## src/rtl/dmem_arbiter_pkg.sv

```systemverilog
// Shared types for the data-memory arbiter: FSM states and requester ids.
package dmem_arbiter_pkg;

    typedef enum logic [1:0] {
        ST_IDLE  = 2'd0,
        ST_ISSUE = 2'd1,
        ST_WAIT  = 2'd2,
        ST_DONE  = 2'd3
    } arb_state_e;

    typedef enum logic {
        REQ_CPU = 1'b0,
        REQ_DMA = 1'b1
    } req_id_e;

    // One-hot grant bit positions.
    localparam int GNT_CPU = 0;
    localparam int GNT_DMA = 1;

    // Map a one-hot grant vector to the requester id it selects.
    function automatic req_id_e gnt_to_id(input logic [1:0] gnt);
        return gnt[GNT_DMA] ? REQ_DMA : REQ_CPU;
    endfunction

endpackage

```

## src/rtl/dmem_arb_grant.sv

```systemverilog
// Grant selection for two requesters. On contention the requester that was
// not granted last wins; last_dma_i=1 therefore favours the CPU.
module dmem_arb_grant
    import dmem_arbiter_pkg::*;
(
    input  logic       cpu_req_i,
    input  logic       dma_req_i,
    input  logic       last_dma_i,
    output logic [1:0] gnt_o
);

    // One-hot grant; zero when nobody requests.
    always_comb begin
        gnt_o = 2'b00;
        if (cpu_req_i && dma_req_i) begin
            if (last_dma_i) gnt_o[GNT_CPU] = 1'b1;
            else            gnt_o[GNT_DMA] = 1'b1;
        end else if (cpu_req_i) begin
            gnt_o[GNT_CPU] = 1'b1;
        end else if (dma_req_i) begin
            gnt_o[GNT_DMA] = 1'b1;
        end
    end

endmodule

```

## src/rtl/dmem_arbiter.sv

```systemverilog
// dmem_arbiter: shares one fixed-latency data memory between the CPU memory
// stage and a DMA engine. One access in flight at a time:
// IDLE -> ISSUE (mem_en pulse) -> WAIT (latency count) -> DONE (ack).
// Optional macro DMEM_ARB_RR_EN: round-robin on contention; without it the
// CPU always wins and no pointer register is built.
module dmem_arbiter #(
    parameter int DATA_WIDTH  = 32,
    parameter int ADDR_WIDTH  = 32,
    parameter int MEM_LATENCY = 2
) (
    input  logic                  clk,
    input  logic                  reset_n,
    input  logic                  cpu_req,
    input  logic                  cpu_we,
    input  logic [ADDR_WIDTH-1:0] cpu_addr,
    input  logic [DATA_WIDTH-1:0] cpu_wdata,
    output logic [DATA_WIDTH-1:0] cpu_rdata,
    output logic                  cpu_ack,
    output logic                  cpu_stall,
    input  logic                  dma_req,
    input  logic                  dma_we,
    input  logic [ADDR_WIDTH-1:0] dma_addr,
    input  logic [DATA_WIDTH-1:0] dma_wdata,
    output logic [DATA_WIDTH-1:0] dma_rdata,
    output logic                  dma_ack,
    output logic                  mem_en,
    output logic                  mem_we,
    output logic [ADDR_WIDTH-1:0] mem_addr,
    output logic [DATA_WIDTH-1:0] mem_wdata,
    input  logic [DATA_WIDTH-1:0] mem_rdata
);
    import dmem_arbiter_pkg::*;

    localparam logic [3:0] LAT_LOAD = 4'(MEM_LATENCY - 1);

    arb_state_e            state_q;
    logic [3:0]            cnt_q;
    req_id_e               owner_q;
    logic                  we_q;
    logic                  mem_en_q;
    logic                  mem_we_q;
    logic [ADDR_WIDTH-1:0] mem_addr_q;
    logic [DATA_WIDTH-1:0] mem_wdata_q;
    logic                  cpu_ack_q;
    logic                  dma_ack_q;
    logic [DATA_WIDTH-1:0] cpu_rdata_q;
    logic [DATA_WIDTH-1:0] dma_rdata_q;
    logic [1:0]            gnt;
    logic                  last_dma;
    logic                  enter_done;

`ifdef DMEM_ARB_RR_EN
    logic last_dma_q;
    logic last_dma_d;

    // Pointer follows every grant; reset points at DMA so the CPU wins first.
    always_comb begin
        last_dma_d = last_dma_q;
        if (state_q == ST_IDLE && gnt != 2'b00) last_dma_d = gnt[GNT_DMA];
    end

    // Round-robin pointer register.
    always_ff @(posedge clk) begin
        if (!reset_n) last_dma_q <= 1'b1;
        else          last_dma_q <= last_dma_d;
    end

    assign last_dma = last_dma_q;
`else
    // Fixed priority: pretend DMA always won last, so the CPU wins ties.
    assign last_dma = 1'b1;
`endif

    dmem_arb_grant u_grant (
        .cpu_req_i  (cpu_req),
        .dma_req_i  (dma_req),
        .last_dma_i (last_dma),
        .gnt_o      (gnt)
    );

    // Edge on which DONE is entered: ack is raised and load data captured.
    always_comb begin
        enter_done = 1'b0;
        if (state_q == ST_ISSUE && MEM_LATENCY == 1) enter_done = 1'b1;
        if (state_q == ST_WAIT && cnt_q == 4'd1)     enter_done = 1'b1;
    end

    // Arbiter FSM with registered memory strobes, acks and read data.
    always_ff @(posedge clk) begin
        if (!reset_n) begin
            state_q     <= ST_IDLE;
            cnt_q       <= '0;
            owner_q     <= REQ_CPU;
            we_q        <= 1'b0;
            mem_en_q    <= 1'b0;
            mem_we_q    <= 1'b0;
            mem_addr_q  <= '0;
            mem_wdata_q <= '0;
            cpu_ack_q   <= 1'b0;
            dma_ack_q   <= 1'b0;
            cpu_rdata_q <= '0;
            dma_rdata_q <= '0;
        end else begin
            cpu_ack_q <= 1'b0;
            dma_ack_q <= 1'b0;
            case (state_q)
                ST_IDLE: begin
                    if (gnt != 2'b00) begin
                        owner_q  <= gnt_to_id(gnt);
                        mem_en_q <= 1'b1;
                        state_q  <= ST_ISSUE;
                        if (gnt[GNT_DMA]) begin
                            we_q        <= dma_we;
                            mem_we_q    <= dma_we;
                            mem_addr_q  <= dma_addr;
                            mem_wdata_q <= dma_wdata;
                        end else begin
                            we_q        <= cpu_we;
                            mem_we_q    <= cpu_we;
                            mem_addr_q  <= cpu_addr;
                            mem_wdata_q <= cpu_wdata;
                        end
                    end
                end
                ST_ISSUE: begin
                    mem_en_q <= 1'b0;
                    mem_we_q <= 1'b0;
                    cnt_q    <= LAT_LOAD;
                    state_q  <= (MEM_LATENCY == 1) ? ST_DONE : ST_WAIT;
                end
                ST_WAIT: begin
                    // Address and write data stay on the bus until DONE.
                    cnt_q <= cnt_q - 4'd1;
                    if (cnt_q == 4'd1) state_q <= ST_DONE;
                end
                ST_DONE: begin
                    state_q <= ST_IDLE;
                end
                default: state_q <= ST_IDLE;
            endcase

            if (enter_done) begin
                if (owner_q == REQ_CPU) begin
                    cpu_ack_q <= 1'b1;
                    if (!we_q) cpu_rdata_q <= mem_rdata;
                end else begin
                    dma_ack_q <= 1'b1;
                    if (!we_q) dma_rdata_q <= mem_rdata;
                end
            end
        end
    end

    assign mem_en    = mem_en_q;
    assign mem_we    = mem_we_q;
    assign mem_addr  = mem_addr_q;
    assign mem_wdata = mem_wdata_q;
    assign cpu_ack   = cpu_ack_q;
    assign dma_ack   = dma_ack_q;
    assign cpu_rdata = cpu_rdata_q;
    assign dma_rdata = dma_rdata_q;
    assign cpu_stall = cpu_req & ~cpu_ack_q;

endmodule

```

## config.mk

```make
export PLATFORM = sky130hd
export DESIGN_NAME = dmem_arbiter
export DESIGN_NICKNAME = d
export VERILOG_FILES = /design/src/rtl/dmem_arbiter_pkg.sv /design/src/rtl/dmem_arb_grant.sv /design/src/rtl/dmem_arbiter.sv
export SDC_FILE = /design/constraint.sdc
export NUM_CORES = 1
export LEC_CHECK = 0
export ABC_CLOCK_PERIOD_IN_PS = 2200
export CAP_MARGIN = 5
export CORE_MARGIN = 2
export CORE_UTILIZATION = 40
export CTS_CLUSTER_DIAMETER = 200
export CTS_CLUSTER_SIZE = 20
export DETAILED_ROUTE_END_ITERATION = 6
export HOLD_SLACK_MARGIN = 0.15
export PLACE_DENSITY = 0.8
export RECOVER_POWER = 100
export SYNTH_ARGS = -nofsm -noshare
export SYNTH_HDL_FRONTEND = slang
export SYNTH_SLANG_ARGS = --single-unit
```

## constraint.sdc

```tcl
create_clock -name clk -period 2.2 [get_ports clk]
set_input_delay 0.33 -clock clk [delete_from_list [all_inputs] [get_ports clk]]
set_output_delay 0.33 -clock clk [all_outputs]
set_load 0.03 [all_outputs]
```

Word-level counts from Yosys, hierarchy flattened. Cells that the tools add are included.

Register bits after elaboration: 140. Input port bits: 166. Output and inout bits: 133. Word-level logic and storage cells: 54.

Add/subtract/negate cells: 1. Equal/unequal tests: 6. Mux-type cells: 19. Bitwise gates (word level): 4. Reductions and logical operators: 12.

Operators by type and width (count): 32-bit 2-to-1 mux (2); 1-bit 2-to-1 mux (10); 2-bit case mux with 4 select lines (1); 4-bit case mux with 2 select lines (1); 2-bit AND reduction (4); 2-bit 2-to-1 mux (3); 3-bit AND reduction (2); 2-bit nonzero test (3); 2-bit == test, second input constant (2); 4-bit by 1-bit == test with 1-bit output, second input constant (1); 1-bit case mux with 2 select lines (2); 4-bit by 1-bit subtractor with 4-bit output, second input constant (1); 1-bit inverter (3); 2-bit by 1-bit == test with 1-bit output, second input constant (1); 1-bit logical AND (2); 2-bit logical NOT (1); 2-bit by 1-bit inequality test with 1-bit output, second input constant (1); 2-bit inequality test, second input constant (1); 1-bit AND (1).

Depth between registers and ports, before layout.
Depth in word-level cells: 6. Mapped depth: 7. Mapped depth without buffers: 5.

Cells and area by module. From an unflattened synthesis, not the netlist that was laid out.

Cells, all modules: 598. Area, all modules: 5899.4 um^2.

Modules (own cells, without submodules): dmem_arbiter (times used 1, cells an instance 595, area an instance 5880.6 um^2, seq. area each 2802.7 um^2); dmem_arb_grant (times used 1, cells an instance 3, area an instance 18.8 um^2, seq. area each 0.0 um^2).

Worst setup path before layout. No wires, ideal clock.

Path type: flip-flop to flip-flop. Start: reg state_q[0]. End: reg cpu_rdata_q[10], in the netlist cpu_rdata[10]. Library setup time: 119 ps. Data arrival time: 1440 ps. Required time: 2081 ps. Slack: 641 ps. Cell stages (with the launch flop): 8. Buffers on the path: 2. Clock period less this slack: 1559 ps. Cell sequence: dfxtp_1 inv_1 ha_1 and3b_1 and3b_1 buf_4 buf_8 mux2i_1.

Word-level cells in the longest chain between the ends: 4.

RTL lines: start: declaration (line dmem_arbiter.sv:36) `arb_state_e state_q;`; start signal: assignment (line dmem_arbiter.sv:129) `state_q <= (MEM_LATENCY == 1) ? ST_DONE : ST_WAIT;`; 2-bit == test (line dmem_arbiter.sv:85) `if (state_q == ST_WAIT && cnt_q == 4'd1) enter_done = 1'b1;`; 1-bit logical AND (line dmem_arbiter.sv:85); 1-bit 2-to-1 mux (line dmem_arbiter.sv:85); 3-bit AND reduction (no line); end signal: assignment (line dmem_arbiter.sv:145) `if (!we_q) cpu_rdata_q <= mem_rdata;`; end: declaration (line dmem_arbiter.sv:46) `logic [DATA_WIDTH-1:0] cpu_rdata_q;`.

Every way passes these cells. A chain may end at the register's enable or synchronous reset.

Final worst setup path.
Start: in cpu_req. End: out cpu_stall.

Word-level cells in the longest chain between the ends: 1.

RTL lines: start: declaration (line dmem_arbiter.sv:13) `input logic cpu_req,`; 1-bit AND (line dmem_arbiter.sv:162) `assign cpu_stall = cpu_req & ~cpu_ack_q;`; end: declaration (line dmem_arbiter.sv:19) `output logic cpu_stall,`.

Every way passes these cells.

==> metrics.csv <==
metric;value;unit
grt_pass1_vias;5303;
skew;0.00983;ns
avgViaCountPerCell;4.89;
syn_to_final_growth;63.2;%
hold_class;in2reg;
maxClockFrequency;0.508;GHz
period_share;89.4;%
hold_viol_final;0;
cts_setup_buffers;0;
numCtsBuffers;17;
final_common_cell;clkdlybuf4s50_1;
ys_types;34;
p_int;0.00660;W
period_minus_slack;1.97;ns
ir_worst_vdd;0.562;mV
start_util;40.8;%
power_per_cell_area;1040;mW/mm²
cpLargestDelayFamily;buffers and inverters;
htreeDepth;4;
power_leakage;4.14;nW
antenna_left;0;
setup_tns;0;ns
cp-start-kind;input pin;
critPathMaxStageDelay;0.76;ns
grtUsageTotal;21.9;%
port_buffers;298;
synth_top_cell_by_area;dfxtp_1;
yosys-top-cells-area;dfxtp_1, mux2i_1, a211oi_1, nand2_1, nor2_1;
syn_area;0.00588;mm²
cts.clk_slew.worst_paths;0.06;ns
mostFrequentLayoutCells;clkdlybuf4s50_1, dfxtp_1, dlygate4sd3_1;
total_power;0.00995;W
rsz0062_at_grt;no;
gp_congestion;0.870;
synth_seq_area_share;47.6;%
outcome;finished clean;
wl_per_cell;15.9;µm
multiInputGateArea;0.00271;mm²
syn_area_per_cell;9.90;µm²
grt_pass1_wl;27300;µm
ys_async_sr_fraction;0;%
die_x;125;µm
diodes;0;
crit_required;1.87;ns
clk_latency;0.41;ns
p_seq_share;32.7;%
dr.pass1.iters;4;
drc;0;
switching_power;0.00334;W
coreArea;0.0144;mm²
tightest_slew;0.670;ns
swShare;33.6;%
grt_remaining_overflow;0;
path_class;in2out;
rows;44;
cp_num_buf_inv;2;
nets;1050;
antenna_found_initial;0;
path_max_fanout;8;
syn_nets;765;
die_area;0.0157;mm²
die_y;125;µm
clock-sinks;140;
syn_inst;594;
crit_arrival;1.64;ns
cp_slowest_cell;dlygate4sd3_1;
synth_top_area_share;47.6;%
cap_viol_max_count;0;
seq_area;0.00280;mm²
cts_root_buffer;clkbuf_16;
postCtsResizedCells;0;
grt_max_degree;82;
cts_tree;built;
hpwl;12600;µm
synthFlopType;dfxtp_1;
end_kind;primary output;
ff2ff_setup_slack;0.28;ns
slew_headroom;55.3;%
synth_edf_count;0;
synth-seq-cells;140;
postCtsHoldBufs;0;
setup_viol;0;
vias;5252;
clockPowerShare;32.1;%
yosysWarnings;0;
layout-drive-gt1-share;5.61;%
crit_chain;dlygate4sd3_1, nor2b_1, clkbuf_1;
postLayoutCoreUtil;66.5;%
report.final.slew_viol_count;0;
clockBufferDepth;2;
io_pins;299;
combPwrFrac;35.2;%
fillers;1170;
wirelength;17000;µm
drtIter0Drc;277;
worst min-delay path, stage by stage:
cell and delay, ns:
buf_2 0.18, nand2_1 0.09, mux2i_1 0.05
path summary, 6_finish.rpt:
kind	start	endpoint	cells past startpoint
max	cpu_req	cpu_stall	3
min	reset_n	dma_rdata[5]	3
max reg2reg	state_q[0]	dma_rdata[3]	6
min reg2reg	cpu_rdata[24]	cpu_rdata[24]	2
registers in the layout, summed over array words and instances (netlist names):
name	flops
mem_we	1
dma_rdata	32
mem_en	1
state_q	2
cpu_ack	1
mem_wdata	32
owner_q	1
dma_ack	1
we_q	1
cpu_rdata	32
mem_addr	32
cnt_q	4
area by class of cell:
type | instances | area share, %
Inverter | 7 | 0.274
Multi-Input combinational cell | 400 | 28.3
Timing Repair Buffer | 313 | 33.0
Tap cell | 184 | 2.40
Clock inverter | 12 | 2.28
Clock buffer | 19 | 4.61
Sequential cell | 140 | 29.2
layer usage:
metal  track usage, %  part of all wire [%]  routed length (µm)  up-vias
li1                 -                     -                   -     2640
met1             26.2                    42                7160     2365
met2             36.1                    48                8260      207
met3             6.25                   6.2                1060       40
met4             10.5                   3.3                 564        0
met5                0                     0                   0        -
stage by stage:
| stage | std cells | hold WS, ns | setup slack, ns | area (µm²) |
|---|---|---|---|---|
| after floorplan | 594 | 0.430 | 0.641 | 5880 |
| after global placement | 1044 | 0.441 | 0.267 | 8970 |
| after detailed placement | 1044 | 0.448 | 0.166 | 8970 |
| after CTS | 1075 | 0.277 | 0.359 | 9630 |
| after global routing | 1075 | 0.291 | 0.159 | 9600 |
| final | 1075 | 0.295 | 0.232 | 9600 |
cell usage after synthesis (all sizes together) (2+ instances only):
cell type	number
nor3b	2
buf	29
inv	6
o31ai	2
mux2i	129
dfxtp	140
o21ai	4
and2	2
ha	5
o21a	2
and3b	3
nor3	2
nor2	66
clkbuf	18
a211oi	65
nand2	101
o22ai	2
nor2b	3
a21oi	4
power by group through the flow:
stage	Clock [W]	Sequential, W	Combinational (W)
2_1_floorplan	0	0.00414	0.00129
3_3_place_gp	0	0.00330	0.00364
3_5_place_dp	0	0.00332	0.00367
4_1_cts	0.00325	0.00327	0.00370
5_1_grt	0.00338	0.00332	0.00378
6_report	0.00319	0.00325	0.00351
kinds of logic after synthesis:
group / Yosys count / share of synthesized area [%]
flip-flops: 140 / 47.6
multiplexers: 129 / 22.0
buffers and inverters: 54 / 6.36
adder cells (fa/ha/maj): 5 / 1.06
AO/OA/AOI/OAI: 83 / 10.3
AND/OR/NAND/NOR: 183 / 12.7
(Power assumes the default switching activity.)
